## config.mk

```make
export PLATFORM = sky130hd
export DESIGN_NAME = acia_tx
export DESIGN_NICKNAME = d
export VERILOG_FILES = /design/src/rtl/acia_pkg.sv /design/src/rtl/acia_baud.sv /design/src/rtl/acia_tx.sv
export SDC_FILE = /design/constraint.sdc
export NUM_CORES = 1
export LEC_CHECK = 0
export BUFFER_PORTS_ARGS = -buffer_cell sky130_fd_sc_hd__buf_2
export CORE_ASPECT_RATIO = 0.7
export CORE_UTILIZATION = 50
export DETAILED_ROUTE_END_ITERATION = 8
export PLACE_DENSITY = 0.71
export SYNTH_ARGS = -nofsm -noshare
export SYNTH_HDL_FRONTEND = slang
export SYNTH_SLANG_ARGS = --single-unit
```

## constraint.sdc

```tcl
create_clock -name clk -period 2.1 [get_ports clk]
set_input_delay 0.105 -clock clk [delete_from_list [all_inputs] [get_ports clk]]
set_output_delay 0.105 -clock clk [all_outputs]
set_load 0.01 [all_outputs]
```

## src/rtl/acia_pkg.sv

```systemverilog
// rtl/acia_pkg.sv - shared ACIA definitions: FSM states, frame width, line levels
package acia_pkg;

    typedef enum logic [2:0] {
        IDLE   = 3'd0,
        START  = 3'd1,
        DATA   = 3'd2,
        PARITY = 3'd3,
        STOP   = 3'd4
    } acia_state_e;

    localparam int DATA_BITS = 8;

    localparam logic LINE_IDLE  = 1'b1;
    localparam logic LINE_START = 1'b0;
    localparam logic LINE_STOP  = 1'b1;

endpackage

```

## src/rtl/acia_baud.sv

```systemverilog
// rtl/acia_baud.sv - symbol rate counter; sym_end pulses on the last clock of each symbol
module acia_baud #(
    parameter int SCW     = 16,
    parameter int sym_cnt = 40000
) (
    input  logic clk,
    input  logic rst_n,
    input  logic clr,
    output logic sym_end
);

    localparam logic [SCW-1:0] LAST = SCW'(sym_cnt - 1);

    logic [SCW-1:0] cnt_q;
    logic [SCW-1:0] cnt_d;

    assign sym_end = !clr && (cnt_q == LAST);

    always_comb begin
        cnt_d = cnt_q + SCW'(1);
        if (clr || sym_end) begin
            cnt_d = '0;
        end
    end

    always_ff @(posedge clk or negedge rst_n) begin
        if (!rst_n) begin
            cnt_q <= '0;
        end else begin
            cnt_q <= cnt_d;
        end
    end

endmodule

```

## src/rtl/acia_tx.sv

```systemverilog
// rtl/acia_tx.sv - 8N1/8N2 UART transmitter with one-entry holding register (ACIA_TX_PARITY_EN adds even parity)
module acia_tx
    import acia_pkg::*;
#(
    parameter int SCW       = 16,
    parameter int sym_cnt   = 40000,
    parameter int STOP_BITS = 1
) (
    input  logic       clk,
    input  logic       rst,
    input  logic [7:0] tx_dat,
    input  logic       tx_start,
    output logic       tx_serial,
    output logic       tx_busy,
    output logic       tx_done
);

    acia_state_e state_q, state_d;
    logic [7:0]  hold_dat_q, hold_dat_d;
    logic        hold_vld_q, hold_vld_d;
    logic [7:0]  shift_q, shift_d;
    logic [2:0]  bit_cnt_q, bit_cnt_d;
    logic        tx_serial_q, tx_serial_d;
    logic        tx_done_q, tx_done_d;
`ifdef ACIA_TX_PARITY_EN
    logic        parity_q, parity_d;
`endif
    logic        sym_end;
    logic        baud_clr;
    logic        load;

    // Counter held at zero while idle so the first symbol is a full sym_cnt long.
    assign baud_clr = (state_q == IDLE);

    acia_baud #(
        .SCW     (SCW),
        .sym_cnt (sym_cnt)
    ) u_baud (
        .clk     (clk),
        .rst_n   (rst),
        .clr     (baud_clr),
        .sym_end (sym_end)
    );

    always_comb begin
        state_d     = state_q;
        hold_dat_d  = hold_dat_q;
        hold_vld_d  = hold_vld_q;
        shift_d     = shift_q;
        bit_cnt_d   = bit_cnt_q;
        tx_serial_d = tx_serial_q;
        tx_done_d   = 1'b0;
`ifdef ACIA_TX_PARITY_EN
        parity_d    = parity_q;
`endif
        load        = 1'b0;

        if (tx_start && !hold_vld_q) begin
            hold_dat_d = tx_dat;
            hold_vld_d = 1'b1;
        end

        case (state_q)
            IDLE: begin
                tx_serial_d = LINE_IDLE;
                if (hold_vld_q) begin
                    load = 1'b1;
                end
            end
            START: begin
                if (sym_end) begin
                    state_d     = DATA;
                    bit_cnt_d   = '0;
                    tx_serial_d = shift_q[0];
                end
            end
            DATA: begin
                if (sym_end) begin
                    if (bit_cnt_q == 3'(DATA_BITS - 1)) begin
                        bit_cnt_d   = '0;
`ifdef ACIA_TX_PARITY_EN
                        state_d     = PARITY;
                        tx_serial_d = parity_q;
`else
                        state_d     = STOP;
                        tx_serial_d = LINE_STOP;
`endif
                    end else begin
                        shift_d     = shift_q >> 1;
                        bit_cnt_d   = bit_cnt_q + 3'd1;
                        tx_serial_d = shift_q[1];
                    end
                end
            end
`ifdef ACIA_TX_PARITY_EN
            PARITY: begin
                if (sym_end) begin
                    state_d     = STOP;
                    bit_cnt_d   = '0;
                    tx_serial_d = LINE_STOP;
                end
            end
`endif
            STOP: begin
                if (sym_end) begin
                    if (bit_cnt_q == 3'(STOP_BITS - 1)) begin
                        tx_done_d = 1'b1;
                        if (hold_vld_q) begin
                            load = 1'b1;
                        end else begin
                            state_d     = IDLE;
                            tx_serial_d = LINE_IDLE;
                        end
                    end else begin
                        bit_cnt_d = bit_cnt_q + 3'd1;
                    end
                end
            end
            default: begin
                state_d     = IDLE;
                tx_serial_d = LINE_IDLE;
            end
        endcase

        // Holding-to-shifter transfer; shared by the idle start and the back-to-back restart.
        if (load) begin
            shift_d     = hold_dat_q;
            hold_vld_d  = 1'b0;
            state_d     = START;
            bit_cnt_d   = '0;
            tx_serial_d = LINE_START;
`ifdef ACIA_TX_PARITY_EN
            parity_d    = ^hold_dat_q;
`endif
        end
    end

    always_ff @(posedge clk or negedge rst) begin
        if (!rst) begin
            state_q     <= IDLE;
            hold_dat_q  <= '0;
            hold_vld_q  <= 1'b0;
            shift_q     <= '0;
            bit_cnt_q   <= '0;
            tx_serial_q <= LINE_IDLE;
            tx_done_q   <= 1'b0;
`ifdef ACIA_TX_PARITY_EN
            parity_q    <= 1'b0;
`endif
        end else begin
            state_q     <= state_d;
            hold_dat_q  <= hold_dat_d;
            hold_vld_q  <= hold_vld_d;
            shift_q     <= shift_d;
            bit_cnt_q   <= bit_cnt_d;
            tx_serial_q <= tx_serial_d;
            tx_done_q   <= tx_done_d;
`ifdef ACIA_TX_PARITY_EN
            parity_q    <= parity_d;
`endif
        end
    end

    assign tx_serial = tx_serial_q;
    assign tx_busy   = hold_vld_q;
    assign tx_done   = tx_done_q;

endmodule

```

# [Yosys cells after proc, flatten, opt, wreduce, memory -nomap -nowiden]
# Index checks and enable logic that the tools add are counted.
[word_totals] reg_bits=41 in_bits=11 out_inout_bits=3 elab_cells=76
[classes] add_sub_neg=2 eq_ne=14 mux=37 n_reduce_logical=15
[ops] cell="$mux W3" count=13
[ops] cell="$mux W8" count=4
[ops] cell="$add A16 B1 Y16 const B" count=1
[ops] cell="$eq A16 B16 Y1 const B" count=1
[ops] cell="$mux W16" count=1
[ops] cell="$mux W1" count=15
[ops] cell="$ne A3 B3 Y1 const B" count=4
[ops] cell="$pmux W3 S4" count=1
[ops] cell="$reduce_and A5 Y1" count=2
[ops] cell="$ne A3 B2 Y1 const B" count=3
[ops] cell="$pmux W3 S3" count=1
[ops] cell="$reduce_and A7 Y1" count=1
[ops] cell="$eq A3 B3 Y1 const B" count=2
[ops] cell="$logic_not A3 Y1" count=2
[ops] cell="$reduce_bool A2 Y1" count=3
[ops] cell="$ne A2 B2 Y1 const B" count=2
[ops] cell="$reduce_bool A4 Y1" count=1
[ops] cell="$add A3 B1 Y3 const B" count=1
[ops] cell="$eq A3 B1 Y1 const B" count=1
[ops] cell="$eq A3 B2 Y1 const B" count=1
[ops] cell="$pmux W1 S3" count=1
[ops] cell="$reduce_and A3 Y1" count=1
[ops] cell="$logic_and A1 B1 Y1" count=2
[ops] cell="$logic_not A1 Y1" count=2
[ops] cell="other kinds (2)" count=2

# [Longest topological paths before layout]
[logic_depth] depth_word=7 mapped_depth=7 depth_no_buf=7

# [Hierarchy]
# From an unflattened synthesis, not the netlist that was laid out.
[unflattened] cells_unflattened=201 area_unflattened_um2=2088.3
[by_module_without_submodules] mod="acia_tx" instances=1 cells_per_inst=117 area_per_inst_um2=1257.5
[by_module_without_submodules] mod="acia_baud" instances=1 cells_per_inst=84 area_per_inst_um2=830.8

# [Least setup slack after synthesis]
# Ideal clock, no wire load.
[synth_path] kind="reg2reg" startpoint="register u_baud.cnt_q[0]" endpoint="register shift_q[0]" arrival_time_ps=1975 required_time_ps=2033 path_slack_ps=57 path_stages_with_launch=8 n_path_buf=1 cell_sequence="dfrtp_1 > ha_1 > and4_1 > nand4_4 > or4_4 > buf_6 > o311ai_4 > o221a_1"
[synth_via] elab_chain_cells=6 elab_cells_between_ends=9 classes_between="eq/ne (2); mux (3); reduce/logical (4)"
[synth_rtl] item="start, declared" line_no="acia_baud.sv:14" source="logic [SCW-1:0] cnt_q;"
[synth_rtl] item="start signal, assigned" line_no="acia_baud.sv:30" source="cnt_q <= cnt_d;"
[synth_rtl] item="$eq A16 B16 Y1 (*)" line_no="acia_baud.sv:17" source="assign sym_end = !clr && (cnt_q == LAST);"
[synth_rtl] item="$logic_and A1 B1 Y1 (*)" line_no="acia_baud.sv:17"
[synth_rtl] item="$mux W1" line_no="acia_tx.sv:105" source="if (sym_end) begin"
[synth_rtl] item="$pmux W1 S2" line_no="acia_tx.sv:63" source="case (state_q)"
[synth_rtl] item="$ne A2 B2 Y1 (no line) or $reduce_bool A2 Y1 (tied branches)"
[synth_rtl] item="$reduce_and A3 Y1 (no line)"
[synth_rtl] item="end signal, assigned" line_no="acia_tx.sv:154" source="shift_q <= shift_d;"
[synth_rtl] item="end, declared" line_no="acia_tx.sv:21" source="logic [7:0] shift_q, shift_d;"
# Mark *: on every way between the ends. The rest lies on a longest branch, timed or not.
# A chain may end at the register's enable or synchronous reset.

# [Worst setup path in the final report]
[layout_path] startpoint="register u_baud.cnt_q[6]" endpoint="register shift_q[5]"
# Same word-level chain as after synthesis.

==> impl_results.md <==
- Vias in the first global route: 1,428
- Number of distinct library cell variants in the gate-level netlist after synthesis: 40
- Post-layout min period: 1.983 ns
- Category of the worst setup path capture point: flip-flop
- Antenna diodes: 0
- Relative area change from synthesis to final layout: 13.01%
- Final critical-path share of the clock period: 0.9445
- Async set-reset flop share out of synthesis: 1.000
- Critical path start-end classification: flip-flop to flip-flop
- Total Nets Final: 230
- Worst clock skew: 0.005974 ns
- Required time of the critical path: 2.34 ns
- Leakage power total: 0.0009906 uW
- Max Freq: 504.2 MHz
- Total power divided by cell area: 978.9 nW/um^2
- #FFs+latches synth: 41
- DRC viols: 0
- Worst hold stages: 2
- Fraction of layout cells with a size suffix above 1: 0.2130
- EDFF count, synth: 0
- Drt via density: 5.787
- Floorplan core area: 3946 um^2
- Largest net degree at the start of global routing: 42
- Sinks on the clock net: 41
- IO Pins: 14
- Data arrival time at the worst-slack endpoint: 2.22 ns
- Antenna violations before repair: 0
- Die X-Extent: 78.87 um
- # fillers: 334
- Count of input and output buffers: 13
- Gate Count Post-Synth: 195
- Cell chosen for the clock root: clkbuf_8
- Number of optimization iterations in the first detailed-route pass: 4
- Mapped cell area: 2068 um^2
- Tot GR Track Use: 0.2068
- DRC violation total after the first TritonRoute iteration: 108
- Final WL: 3.942 mm
- CP Max Fanout: 8
- Worst setup SP type: flip-flop
- Relative slew slack: 0.4070
- CTS buffer count: 5
- CTS tree: done
- Global-route wire length before repair: 6.775 mm
- Nets in the synthesized netlist: 210
- Peak supply drop: 0.6831 mV
- Max-slew violation total from the final report: 0
- Worst-path clk slew: 0.08 ns
- Total overflow reported by the global router: 0
- Commonest register cell after synthesis: dfrtp_1
- Mean area per synthesized cell: 10.61 um^2
- Post-DP HPWL: 2.776 mm
- Clk buf depth: 2
- Total via count in the routed design: 1,551
- Weighted congestion at the end of routability-driven global placement: 0.8923
- Pin slew with the least headroom to its limit: 0.8894 ns
- Std-Cell Rows: 19
- Run status: finished clean
- Post-synthesis sequential area ratio: 0.4967
- Effective utilization at floorplan: 0.5241
- Synth warnings: 0
- Number of nets with antenna violations after routing: 0
- Die footprint: 4402 um^2
- Skew-Pair Late Insertion Delay: 0.30 ns
- Worst Hold Margin: 0.03249 ns
- Util after Layout: 0.5923
- Worst reg2reg path depth: 5
- Count of H-tree levels built during CTS: 2
- Setup violators final: 0
- Type of the most critical hold path: primary input to flip-flop
- Max-cap violations: 0
- Final hold vios: 0
- Die extent in y: 55.81 um
- Detail-routed net length per standard cell: 14.71 um
[final timing paths]
path                       slack, ns       startpoint            end
max in group asynchronous       1.07              rst  hold_dat_q[1]
min in group asynchronous       0.48              rst     state_q[2]
setup / recovery                0.12  u_baud.cnt_q[6]     shift_q[5]
setup reg to reg                0.12  u_baud.cnt_q[6]     shift_q[5]
hold / removal                  0.03        tx_dat[5]  hold_dat_q[5]
hold reg to reg                 0.50    hold_dat_q[7]     shift_q[7]
[per-stage QoR]
step	std cells	TNS [ns]	power, uW	cell area, um^2	setup slack [ns]
floorplan	195	0	1547	2068	0.05738
global placement	258	0	1682	2208	0.1739
detailed placement	258	0	1713	2208	0.08374
CTS	267	0	2285	2320	0.05850
global route	268	-0.003406	2438	2337	-0.003406
finish	268	0	2288	2337	0.1165
[where the power goes]
| part | internal [uW] | leakage, uW | switching [uW] |
|---|---|---|---|
| sequential | 1020 | 0.000512 | 165 |
| combinational | 299 | 0.000424 | 235 |
| clock | 297 | 0.0000542 | 270 |
| total | 1620 | 0.000991 | 670 |
[kinds of logic after synthesis]
group                      Yosys count  share of synthesized area
and+or+nand+nor                     82                     0.2226
buffers and inverters               16                    0.03327
DFF                                 41                     0.4967
adders and majority gates            4                    0.02420
muxes                                9                    0.04900
xor gates and xnor gates            11                    0.04658
AOI/OAI and AO/OA                   32                     0.1277
[synth_stat cells (2+ instances only)]
master	instances	area, um^2
a21oi_1	6	30.03
a211oi_1	4	30.03
nand4_1	2	12.51
and3_1	2	12.51
dfrtp_1	40	1001
nor2b_1	3	18.77
ha_1	4	50.05
o21ai_0	5	25.02
xor2_1	4	35.03
inv_1	7	26.28
and4_1	3	26.28
nand2b_1	12	75.07
clkbuf_1	7	26.28
a2111oi_0	2	17.52
nor2_1	25	93.84
nand2_1	9	33.78
xnor2_1	7	61.31
nand3_1	8	40.04
nor3_1	7	35.03
mux2_2	9	101.4
or3_1	3	18.77
nor4_1	2	12.51
o221a_1	7	78.83
[layout make-up]
type | instances | area, um^2 | area share
repair buffers | 22 | 135.1 | 0.05782
well taps | 52 | 65.06 | 0.02784
flip-flops and latches | 41 | 1027 | 0.4395
multi-input cells | 138 | 982.2 | 0.4202
inverters | 7 | 26.28 | 0.01124
clock inverters | 1 | 5.005 | 0.002141
clock buffers | 7 | 96.34 | 0.04122
[flip-flops by register name (all words and copies together) (netlist names)]
register,count
u_baud.cnt_q,16
hold_dat_q,8
shift_q,8
bit_cnt_q,3
state_q,3
tx_busy,1
tx_done,1
tx_serial,1
[layout by cell type (no fill, tap or decap), types with 2 or more instances in the layout]
cell and count:
dfrtp_1 40, nor2_1 25, buf_2 13, nand2b_1 12, nand2_1 9, mux2_2 9
nand3_1 8, buf_4 8, nor3_1 7, inv_1 7, xnor2_1 7, o221a_1 7
clkbuf_8 7, a21oi_1 6, o21ai_0 5, xor2_1 4, a211oi_1 4, ha_1 4
or3_1 3, nor2b_1 3, and3_1 2, and4_1 2, nand4_1 2
[what timing repair did]
action | 4_1_cts | 5_1_grt
resized for setup | 0 | 4
endpoints found under the hold margin | 40 | 0
setup endpoints to repair | 0 | 9
buffers inserted | 0 | 1
hold buffers | 1 | 0
[worst max-delay path, cell delays in order, from the launching register on]
cell      delay (ns)
dfrtp_1         0.45
nor4_4          0.36
nand4_4         0.13
or4_4           0.57
o311ai_4        0.16
o221a_1         0.26
[metal layers]
| metal | GRT usage | vias up | share of wire |
|---|---|---|---|
| li1 | - | 736 | - |
| met1 | 0.3076 | 766 | 0.49 |
| met2 | 0.2820 | 44 | 0.43 |
| met3 | 0.06393 | 5 | 0.065 |
| met4 | 0.07792 | 0 | 0.018 |
| met5 | 0 | - | 0 |
(Power assumes the default switching activity.)
